## src/rtl/reservation_param_entry.sv

```systemverilog
// Single reservation-station entry with two source operands and a flag operand.
// The entry snoops every CDB channel for pending operands. It reports ready once
// both sources, the flag and the execution-order pointer are satisfied. Issue and
// reload can happen in the same cycle, so one slot can hold a new instruction
// every clock.
module reservation_param_entry #(
  parameter int          P_DATA_W = 32,
  parameter int          P_TAG_W  = 6,
  parameter int          P_FTAG_W = 4,
  parameter int          P_FLAG_W = 5,
  parameter int          P_CMD_W  = 5,
  parameter int          P_PTR_W  = 4,
  parameter int          P_CDB_N  = 3,
  parameter logic [3:0]  P_CC_AL  = 4'h0
) (
  input  logic                           iCLOCK,
  input  logic                           inRESET,
  input  logic                           iREMOVE_VALID,
  input  logic                           iEXOUT_VALID,
  input  logic                           iREGIST_VALID,
  input  logic [P_CMD_W-1:0]             iREGIST_CMD,
  input  logic [3:0]                     iREGIST_CC,
  input  logic                           iREGIST_FLAGS_VALID,
  input  logic [P_FLAG_W-1:0]            iREGIST_FLAGS,
  input  logic                           iREGIST_SRC0_VALID,
  input  logic [P_DATA_W-1:0]            iREGIST_SRC0_DATA,
  input  logic [P_TAG_W-1:0]             iREGIST_SRC0_TAG,
  input  logic                           iREGIST_SRC1_VALID,
  input  logic [P_DATA_W-1:0]            iREGIST_SRC1_DATA,
  input  logic [P_TAG_W-1:0]             iREGIST_SRC1_TAG,
  input  logic [31:0]                    iREGIST_PC,
  input  logic [P_TAG_W-1:0]             iREGIST_DESTINATION_REGNAME,
  input  logic [5:0]                     iREGIST_COMMIT_TAG,
  input  logic [P_PTR_W-1:0]             iREGIST_EX_REGIST_POINTER,
  input  logic [P_PTR_W-1:0]             iEX_EXECUTION_POINTER,
  input  logic [P_CDB_N-1:0]             iCDB_VALID,
  input  logic [P_CDB_N-1:0]             iCDB_WRITEBACK,
  input  logic [P_CDB_N*P_TAG_W-1:0]     iCDB_DEST_TAG,
  input  logic [P_CDB_N*P_DATA_W-1:0]    iCDB_DATA,
  input  logic [P_CDB_N-1:0]             iCDB_FLAG_VALID,
  input  logic [P_CDB_N*P_FTAG_W-1:0]    iCDB_FLAG_TAG,
  input  logic [P_CDB_N*P_FLAG_W-1:0]    iCDB_FLAG,
  output logic                           oINFO_ENTRY_VALID,
  output logic                           oINFO_MATCHING,
  output logic [P_CMD_W-1:0]             oINFO_CMD,
  output logic [3:0]                     oINFO_CC,
  output logic                           oINFO_FLAG_VALID,
  output logic [P_FLAG_W-1:0]            oINFO_FLAG,
  output logic                           oINFO_SRC0_VALID,
  output logic [P_DATA_W-1:0]            oINFO_SRC0,
  output logic                           oINFO_SRC1_VALID,
  output logic [P_DATA_W-1:0]            oINFO_SRC1,
  output logic [31:0]                    oINFO_PC,
  output logic [P_TAG_W-1:0]             oINFO_DESTINATION_REGNAME,
  output logic [5:0]                     oINFO_COMMIT_TAG
);

  typedef enum logic {ST_EMPTY = 1'b0, ST_WAIT = 1'b1} state_t;

  state_t                state_q, state_d;
  logic [P_CMD_W-1:0]    cmd_q, cmd_d;
  logic [3:0]            cc_q, cc_d;
  logic                  flag_valid_q, flag_valid_d;
  logic [P_FLAG_W-1:0]   flag_q, flag_d;
  logic                  src0_valid_q, src0_valid_d;
  logic [P_DATA_W-1:0]   src0_q, src0_d;
  logic                  src1_valid_q, src1_valid_d;
  logic [P_DATA_W-1:0]   src1_q, src1_d;
  logic [31:0]           pc_q, pc_d;
  logic [P_TAG_W-1:0]    dest_q, dest_d;
  logic [5:0]            commit_q, commit_d;
  logic [P_PTR_W-1:0]    ptr_q, ptr_d;
  logic                  ptr_match_q, ptr_match_d;

  // Search loops run from the top channel down, so the lowest matching channel is kept.
  function automatic logic [P_DATA_W:0] src_lookup(
    input logic [P_TAG_W-1:0]          tag,
    input logic [P_CDB_N-1:0]          vld,
    input logic [P_CDB_N*P_TAG_W-1:0]  tags,
    input logic [P_CDB_N*P_DATA_W-1:0] data
  );
    logic [P_DATA_W:0] r;
    r = '0;
    for (int k = P_CDB_N - 1; k >= 0; k--)
      if (vld[k] && (tags[k*P_TAG_W +: P_TAG_W] == tag))
        r = {1'b1, data[k*P_DATA_W +: P_DATA_W]};
    return r;
  endfunction

  function automatic logic [P_FLAG_W:0] flag_lookup(
    input logic [P_FTAG_W-1:0]          tag,
    input logic [P_CDB_N-1:0]           vld,
    input logic [P_CDB_N*P_FTAG_W-1:0]  tags,
    input logic [P_CDB_N*P_FLAG_W-1:0]  data
  );
    logic [P_FLAG_W:0] r;
    r = '0;
    for (int k = P_CDB_N - 1; k >= 0; k--)
      if (vld[k] && (tags[k*P_FTAG_W +: P_FTAG_W] == tag))
        r = {1'b1, data[k*P_FLAG_W +: P_FLAG_W]};
    return r;
  endfunction

  logic [P_CDB_N-1:0] wb_vld, fl_vld;
  logic [P_DATA_W:0]  ld_s0, ld_s1, wt_s0, wt_s1;
  logic [P_FLAG_W:0]  ld_fl, wt_fl;

  // Bypass lookups for the incoming instruction and wakeup lookups for the stored tags.
  always_comb begin
    wb_vld = iCDB_VALID & iCDB_WRITEBACK;
    fl_vld = iCDB_VALID & iCDB_FLAG_VALID;
    ld_s0  = src_lookup(iREGIST_SRC0_TAG, wb_vld, iCDB_DEST_TAG, iCDB_DATA);
    ld_s1  = src_lookup(iREGIST_SRC1_TAG, wb_vld, iCDB_DEST_TAG, iCDB_DATA);
    wt_s0  = src_lookup(src0_q[P_TAG_W-1:0], wb_vld, iCDB_DEST_TAG, iCDB_DATA);
    wt_s1  = src_lookup(src1_q[P_TAG_W-1:0], wb_vld, iCDB_DEST_TAG, iCDB_DATA);
    ld_fl  = flag_lookup(iREGIST_FLAGS[P_FTAG_W-1:0], fl_vld, iCDB_FLAG_TAG, iCDB_FLAG);
    wt_fl  = flag_lookup(flag_q[P_FTAG_W-1:0], fl_vld, iCDB_FLAG_TAG, iCDB_FLAG);
  end

  // Next-state: remove > issue+load (reload) > issue > load-when-empty > wakeup.
  always_comb begin
    state_d      = state_q;
    cmd_d        = cmd_q;
    cc_d         = cc_q;
    flag_valid_d = flag_valid_q;
    flag_d       = flag_q;
    src0_valid_d = src0_valid_q;
    src0_d       = src0_q;
    src1_valid_d = src1_valid_q;
    src1_d       = src1_q;
    pc_d         = pc_q;
    dest_d       = dest_q;
    commit_d     = commit_q;
    ptr_d        = ptr_q;
    ptr_match_d  = ptr_match_q;

    if (iREMOVE_VALID || (iEXOUT_VALID && !iREGIST_VALID)) begin
      state_d      = ST_EMPTY;
      cmd_d        = '0;
      cc_d         = '0;
      flag_valid_d = 1'b0;
      flag_d       = '0;
      src0_valid_d = 1'b0;
      src0_d       = '0;
      src1_valid_d = 1'b0;
      src1_d       = '0;
      pc_d         = '0;
      dest_d       = '0;
      commit_d     = '0;
      ptr_d        = '0;
      ptr_match_d  = 1'b0;
    end else if (iREGIST_VALID && (iEXOUT_VALID || state_q == ST_EMPTY)) begin
      state_d  = ST_WAIT;
      cmd_d    = iREGIST_CMD;
      cc_d     = iREGIST_CC;
      pc_d     = iREGIST_PC;
      dest_d   = iREGIST_DESTINATION_REGNAME;
      commit_d = iREGIST_COMMIT_TAG;
      ptr_d    = iREGIST_EX_REGIST_POINTER;
      ptr_match_d = (iREGIST_EX_REGIST_POINTER == iEX_EXECUTION_POINTER);
      if (iREGIST_SRC0_VALID) begin
        src0_valid_d = 1'b1;
        src0_d       = iREGIST_SRC0_DATA;
      end else begin
        src0_valid_d = ld_s0[P_DATA_W];
        src0_d       = ld_s0[P_DATA_W] ? ld_s0[P_DATA_W-1:0]
                                       : {{(P_DATA_W-P_TAG_W){1'b0}}, iREGIST_SRC0_TAG};
      end
      if (iREGIST_SRC1_VALID) begin
        src1_valid_d = 1'b1;
        src1_d       = iREGIST_SRC1_DATA;
      end else begin
        src1_valid_d = ld_s1[P_DATA_W];
        src1_d       = ld_s1[P_DATA_W] ? ld_s1[P_DATA_W-1:0]
                                       : {{(P_DATA_W-P_TAG_W){1'b0}}, iREGIST_SRC1_TAG};
      end
      if (iREGIST_CC == P_CC_AL) begin
        flag_valid_d = 1'b1;
        flag_d       = '0;
      end else if (iREGIST_FLAGS_VALID) begin
        flag_valid_d = 1'b1;
        flag_d       = iREGIST_FLAGS;
      end else begin
        flag_valid_d = ld_fl[P_FLAG_W];
        flag_d       = ld_fl[P_FLAG_W] ? ld_fl[P_FLAG_W-1:0] : iREGIST_FLAGS;
      end
    end else if (state_q == ST_WAIT) begin
      if (!src0_valid_q && wt_s0[P_DATA_W]) begin
        src0_valid_d = 1'b1;
        src0_d       = wt_s0[P_DATA_W-1:0];
      end
      if (!src1_valid_q && wt_s1[P_DATA_W]) begin
        src1_valid_d = 1'b1;
        src1_d       = wt_s1[P_DATA_W-1:0];
      end
      if (!flag_valid_q && wt_fl[P_FLAG_W]) begin
        flag_valid_d = 1'b1;
        flag_d       = wt_fl[P_FLAG_W-1:0];
      end
      if (!ptr_match_q && (ptr_q == iEX_EXECUTION_POINTER))
        ptr_match_d = 1'b1;
    end
  end

  // State and field registers, cleared asynchronously.
  always_ff @(posedge iCLOCK or negedge inRESET) begin
    if (!inRESET) begin
      state_q      <= ST_EMPTY;
      cmd_q        <= '0;
      cc_q         <= '0;
      flag_valid_q <= 1'b0;
      flag_q       <= '0;
      src0_valid_q <= 1'b0;
      src0_q       <= '0;
      src1_valid_q <= 1'b0;
      src1_q       <= '0;
      pc_q         <= '0;
      dest_q       <= '0;
      commit_q     <= '0;
      ptr_q        <= '0;
      ptr_match_q  <= 1'b0;
    end else begin
      state_q      <= state_d;
      cmd_q        <= cmd_d;
      cc_q         <= cc_d;
      flag_valid_q <= flag_valid_d;
      flag_q       <= flag_d;
      src0_valid_q <= src0_valid_d;
      src0_q       <= src0_d;
      src1_valid_q <= src1_valid_d;
      src1_q       <= src1_d;
      pc_q         <= pc_d;
      dest_q       <= dest_d;
      commit_q     <= commit_d;
      ptr_q        <= ptr_d;
      ptr_match_q  <= ptr_match_d;
    end
  end

  assign oINFO_ENTRY_VALID         = (state_q == ST_WAIT);
  assign oINFO_MATCHING            = (state_q == ST_WAIT) & src0_valid_q & src1_valid_q &
                                     flag_valid_q & ptr_match_q;
  assign oINFO_CMD                 = cmd_q;
  assign oINFO_CC                  = cc_q;
  assign oINFO_FLAG_VALID          = flag_valid_q;
  assign oINFO_FLAG                = flag_q;
  assign oINFO_SRC0_VALID          = src0_valid_q;
  assign oINFO_SRC0                = src0_q;
  assign oINFO_SRC1_VALID          = src1_valid_q;
  assign oINFO_SRC1                = src1_q;
  assign oINFO_PC                  = pc_q;
  assign oINFO_DESTINATION_REGNAME = dest_q;
  assign oINFO_COMMIT_TAG          = commit_q;

endmodule

```

## config.mk

```make
export PLATFORM = sky130hd
export DESIGN_NAME = reservation_param_entry
export DESIGN_NICKNAME = d
export VERILOG_FILES = /design/src/rtl/reservation_param_entry.sv
export SDC_FILE = /design/constraint.sdc
export NUM_CORES = 1
export LEC_CHECK = 0
export ABC_AREA = 0
export CAP_MARGIN = 15
export CELL_PAD_IN_SITES_DETAIL_PLACEMENT = 0
export CELL_PAD_IN_SITES_GLOBAL_PLACEMENT = 1
export CORE_UTILIZATION = 34
export CTS_BUF_LIST = sky130_fd_sc_hd__clkbuf_8
export DETAILED_ROUTE_END_ITERATION = 10
export MAX_ROUTING_LAYER = met4
export PLACE_DENSITY = 0.86
export RECOVER_POWER = 100
export SYNTH_ARGS = -nofsm -noshare
export SYNTH_HDL_FRONTEND = slang
export SYNTH_SLANG_ARGS = --single-unit
```

## constraint.sdc

```tcl
create_clock -name iCLOCK -period 5.2 [get_ports iCLOCK]
set_input_delay 1.04 -clock iCLOCK [delete_from_list [all_inputs] [get_ports iCLOCK]]
set_output_delay 1.04 -clock iCLOCK [all_outputs]
set_load 0.01 [all_outputs]
```

Word level (Yosys, flattened, before mapping)
Index checks and enable logic that the tools add are counted.
- bits in registers: 131
- bits of input ports: 300
- output and inout bits: 127
- equal/unequal tests: 20
- multiplexer cells: 71
- bitwise logic cells: 7
- reductions and logical operators: 42
- operator list (kind ; count):
    32-bit two-way mux ; 14
    33-bit two-way mux ; 12
    6-bit == test ; 12
    6-bit two-way mux ; 10
    5-bit two-way mux ; 9
    4-bit == test ; 8
    1-bit logical AND ; 24
    1-bit two-way mux ; 22
    4-bit two-way mux ; 4
    3-bit nonzero test ; 5
    2-bit AND reduction ; 4
    3-bit bitwise AND ; 2
    1-bit zero test ; 5
    1-bit bitwise AND ; 4
    4-bit zero test ; 1
    1-bit logical OR ; 2
    2-bit nonzero test ; 1
    1-bit inverter ; 1

Logic depth before layout (Yosys ltp)
- depth after elaboration: 10
- depth in mapped cells: 10
- mapped depth without buffers: 7

Least setup slack after synthesis
OpenSTA, ideal clock, no wires.
- path type: in2reg
- start: input port iCDB_DEST_TAG[15]
- end: register src0_q[4] (netlist: oINFO_SRC0[4])
- library setup time: 0.122 ns
- data arrival time: 2.827 ns
- slack: 2.251 ns
- stages: 9
- path buffers: 2
- cell sequence: clkbuf_1 xnor2_1 nand4_1 nor4_4 buf_2 mux2i_1 a21oi_1 a211o_1 a32o_1
- word-level cells in the longest chain between the ends: 9
- RTL lines (item ; RTL line ; RTL):
    start, declared ; 38 ; input logic [P_CDB_N*P_TAG_W-1:0] iCDB_DEST_TAG,
    6-bit == test ; 85 ; if (vld[k] && (tags[k*P_TAG_W +: P_TAG_W] == tag))
    1-bit logical AND ; 85 ;
    33-bit two-way mux (3 in a row) ; 85 ;
    32-bit two-way mux (on tied branches) ; 188, 166 ;
    32-bit two-way mux (on tied branches) ; 187, 161 ;
    32-bit two-way mux ; 152 ; end else if (iREGIST_VALID && (iEXOUT_VALID || state_q == ST_EMPTY)) begin
    32-bit two-way mux ; 137 ; if (iREMOVE_VALID || (iEXOUT_VALID && !iREGIST_VALID)) begin
    end signal, assigned ; 229 ; src0_q <= src0_d;
    end, declared ; 66 ; logic [P_DATA_W-1:0] src0_q, src0_d;
Parallel ways exist; a longest one is shown, timed or not. The select of a mux whose other input is x is not followed.
A chain may end at the register's enable or synchronous reset.

Final worst setup path
- start: input port iCDB_DEST_TAG[9]
- end: register src0_q[9] (netlist: oINFO_SRC0[9])
- word-level cells in the longest chain between the ends: 8
- RTL lines (item ; RTL line):
    6-bit == test ; 85
    1-bit logical AND ; 85
    33-bit two-way mux (2 in a row) ; 85
    32-bit two-way mux (on tied branches) ; 188, 166
    32-bit two-way mux (on tied branches) ; 187, 161
    32-bit two-way mux ; 152
    32-bit two-way mux ; 137
Parallel ways exist; a longest one is shown, timed or not. The select of a mux whose other input is x is not followed.

==> impl_results.md <==
- CTS Buffer Depth: 2
- First-pass DRT Iterations: 6
- WP data arrival: ~4.7 ns
- Crit Path Category: in -> reg
- First-pass GRT wire length: 71700 um
- H-tree Lvls: 4
- Mapped Area: 0.0100 mm^2
- Io pins: 427
- Initial antenna violation count: 6
- FMAX: 231 MHz
- VDD IR max: 0.117 mV
- Largest net degree at the start of global routing: just over 90
- CTS Root Cell: clkbuf_8
- CTS buffer count: 17
- Status: finished, violations left
- Post_cts resized: 0
- Core Box Area: 0.0288 mm^2
- Worst Max-Slew Pin Slew: 2.60 ns
- RSZ-0062 raised after global routing: false
- Final ANT Viol Nets: 0
- Synth area leaders: dfrtp_1, a221o_1, a22o_1, xnor2_1, nand3_1
- Worst min-delay path class: reg -> reg
- Synth top area share: 32.8%
- Placed wire-length estimate: around 33000 um
- Finished Core Util: around half
- Initial Util: 34.7%
- Final Critical Period: 4.33 ns
- Total GRT Usage: 31.9%
- Area grow syn2layout: 48.4%
- Syn avg cell area: ~8.3 um^2
- Hold buffer count at CTS: 0
- Vias in the first global route: about 12000
- EDFF count, synth: 0
- CTS tree: built
- DRC Markers: 0
- Sequential share of the synthesized area: between 30% and 40%
- Die height: 173 um
- Startpoint class of the critical path: input pin
- Total power draw: 2.78 mW
- Commonest non-fill, non-tap cells in the layout: clkdlybuf4s50_1, dlygate4sd3_1, dfrtp_1
- Flops & latches, synth: between 100 and 150
- Synth Instances: 1203
- Vias: 12000
- Post-CTS setup repair buffer count: 0
- Nets@finish: 1860
- Mapped Nets: roughly 1500
- Worst Path Required: about 5.6 ns
- DR WL/cell: 24.3 um
- Critical-path top delay cell: nor4_1
- Worst-path clk slew: 0.08 ns
- Fin. Hold Viols: 0
- Most common cell after layout, fill and taps aside: clkdlybuf4s50_1
- Clk sinks: 131
- FILL cells: approximately 2700
- Asr flop ratio synth: 100%
- Final Cycle Share: 83.3%
- Setup total negative slack: 0 ns
- Setup WS post-layout: 0.868 ns
- Cell area power density: 188 mW/mm^2
- Ys flop type: dfrtp_1
- Leakage: 6.01 nW
- Clk_skew: 0.0182 ns
- Crit end category: register
- CP bufs+invs: 1
- Crit-path max FO: 26
- Die ar.: 0.0301 mm^2
- WL final: 47800 um
- Port-buffer cells: 426
- Slew headroom: -73.1%
- Vias per inst: just over 6
- Layout cells sized above 1: around 4.5%
- CP top delay family: simple AND/OR/NAND/NOR gates
- Std-Cell Rows: 62
- Final setup vio count: 0
- Failing checks: capacitance limit, slew limit
- Final Max Slew Viols: 131
- Chip width: 173 um
- GR Overflow Total: 0
- Worst-Skew Late Latency: between 0.4 and 0.5 ns
- Synth Warn #: 0
- RePlAce Congestion: 0.964
- CP max stage delay: 0.96 ns
- Area leader, netlist: dfrtp_1
- Pre-CTS setup slack: just under 1 ns
- CP Cell Sequence: dlygate4sd3_1 -> xnor2_1 -> nand4_1 -> nor4_1 -> o311ai_0 -> nor2_4 -> o211ai_1 -> nand3_1
- Max-cap viol count: 2
- Yosys cell types: 57
- DRT iter0 DRCs: 1003
synth_stat cells, types with 2 or more instances:
library cell,number
o41ai_1,2
a21o_1,8
nor3b_1,7
mux2_1,5
nand2_1,76
o31ai_1,3
a32o_1,10
a22o_1,58
xnor2_1,57
a2bb2oi_1,5
mux2i_1,10
o21ai_0,52
a221o_1,51
o211ai_1,26
a211oi_1,26
o21ai_1,31
inv_1,7
nand2b_1,3
a221oi_1,13
a21oi_1,49
buf_2,18
and3_1,4
a22oi_1,55
o22ai_1,6
nor2_1,121
dfrtp_1,131
buf_1,5
nor2_4,3
nand3_1,92
clkbuf_1,80
and4_1,5
or4_1,3
xor2_1,45
nand4_1,15
nor4_1,13
nor4_4,3
a211o_1,7
and2_1,31
buf_4,5
or3_1,2
nor3_1,12
or2_2,2
a31oi_1,32
path summary, 6_finish.rpt:
path                                             from                                        to  slack [ns]  depth (start not counted)
setup / recovery                     iCDB_DEST_TAG[9]                 oINFO_SRC0[9]$_DFFE_PN0P_        0.87                          8
hold / removal             oINFO_SRC0[30]$_DFFE_PN0P_                oINFO_SRC0[30]$_DFFE_PN0P_        0.49                          2
setup reg to reg            oINFO_SRC0[3]$_DFFE_PN0P_                 oINFO_SRC0[9]$_DFFE_PN0P_        1.57                          7
hold reg to reg            oINFO_SRC0[30]$_DFFE_PN0P_                oINFO_SRC0[30]$_DFFE_PN0P_        0.49                          2
max in group asynchronous                     inRESET                  oINFO_PC[14]$_DFFE_PN0N_        1.59                          2
min in group asynchronous                     inRESET  oINFO_DESTINATION_REGNAME[5]$_DFFE_PN0N_        1.33                          1
state kept, by name (all words and copies together) (netlist names), 4 cells and up:
| name | cells |
|---|---|
| oINFO_FLAG | 5 |
| oINFO_CC | 4 |
| oINFO_DESTINATION_REGNAME | 6 |
| oINFO_COMMIT_TAG | 6 |
| oINFO_CMD | 5 |
| oINFO_SRC0 | 32 |
| ptr_q | 4 |
| oINFO_PC | 32 |
| oINFO_SRC1 | 32 |
worst min-delay path, stage by stage, from the launching register on:
cell	delay, ns
dfrtp_1	0.34
nand2_1	0.05
nand3_1	0.07
metrics by stage:
step	hold WS (ns)	cell area, um^2	instances
6_report	0.492	14800	1963
3_5_place_dp	0.484	14500	1925
3_3_place_gp	0.478	14500	1925
2_1_floorplan	0.493	10000	1203
5_1_grt	0.520	14800	1963
4_1_cts	0.502	14900	1957
cell type report:
| class | instances | area [um^2] | share of cell area (%) |
|---|---|---|---|
| inverters | 8 | 30.0 | 0.202 |
| diodes | 6 | 15.0 | 0.101 |
| well taps | 384 | 480 | 3.24 |
| clock inverters | 15 | 173 | 1.16 |
| clock buffers | 17 | 234 | 1.58 |
| multi-input cells | 955 | 6230 | 42.0 |
| repair buffers | 447 | 4400 | 29.7 |
| flip-flops and latches | 131 | 3280 | 22.1 |
where the power goes:
| group | internal (mW) | switching, mW |
|---|---|---|
| logic | 0.383 | 0.349 |
| clock network | 0.442 | 0.503 |
| registers | 1.06 | 0.0430 |
logic make-up after synthesis:
family	after synthesis	share of synthesized area (%)
buffers and inverters	117	4.88
multiplexers	15	1.56
AND/OR/NAND/NOR	397	19.5
AO/OA/AOI/OAI	441	32.3
flip-flops	131	32.8
XOR/XNOR	102	8.94
per-layer routing:
metal | vias to the layer above | global-route usage, % | part of all wire, %
met2 | 776 | 50.9 | 47
met3 | 148 | 5.55 | 8.4
met4 | 0 | 17.5 | 4.8
met5 | - | - | 0
met1 | 5810 | 38.3 | 39
li1 | 5307 | - | -
(Power assumes the default switching activity.)
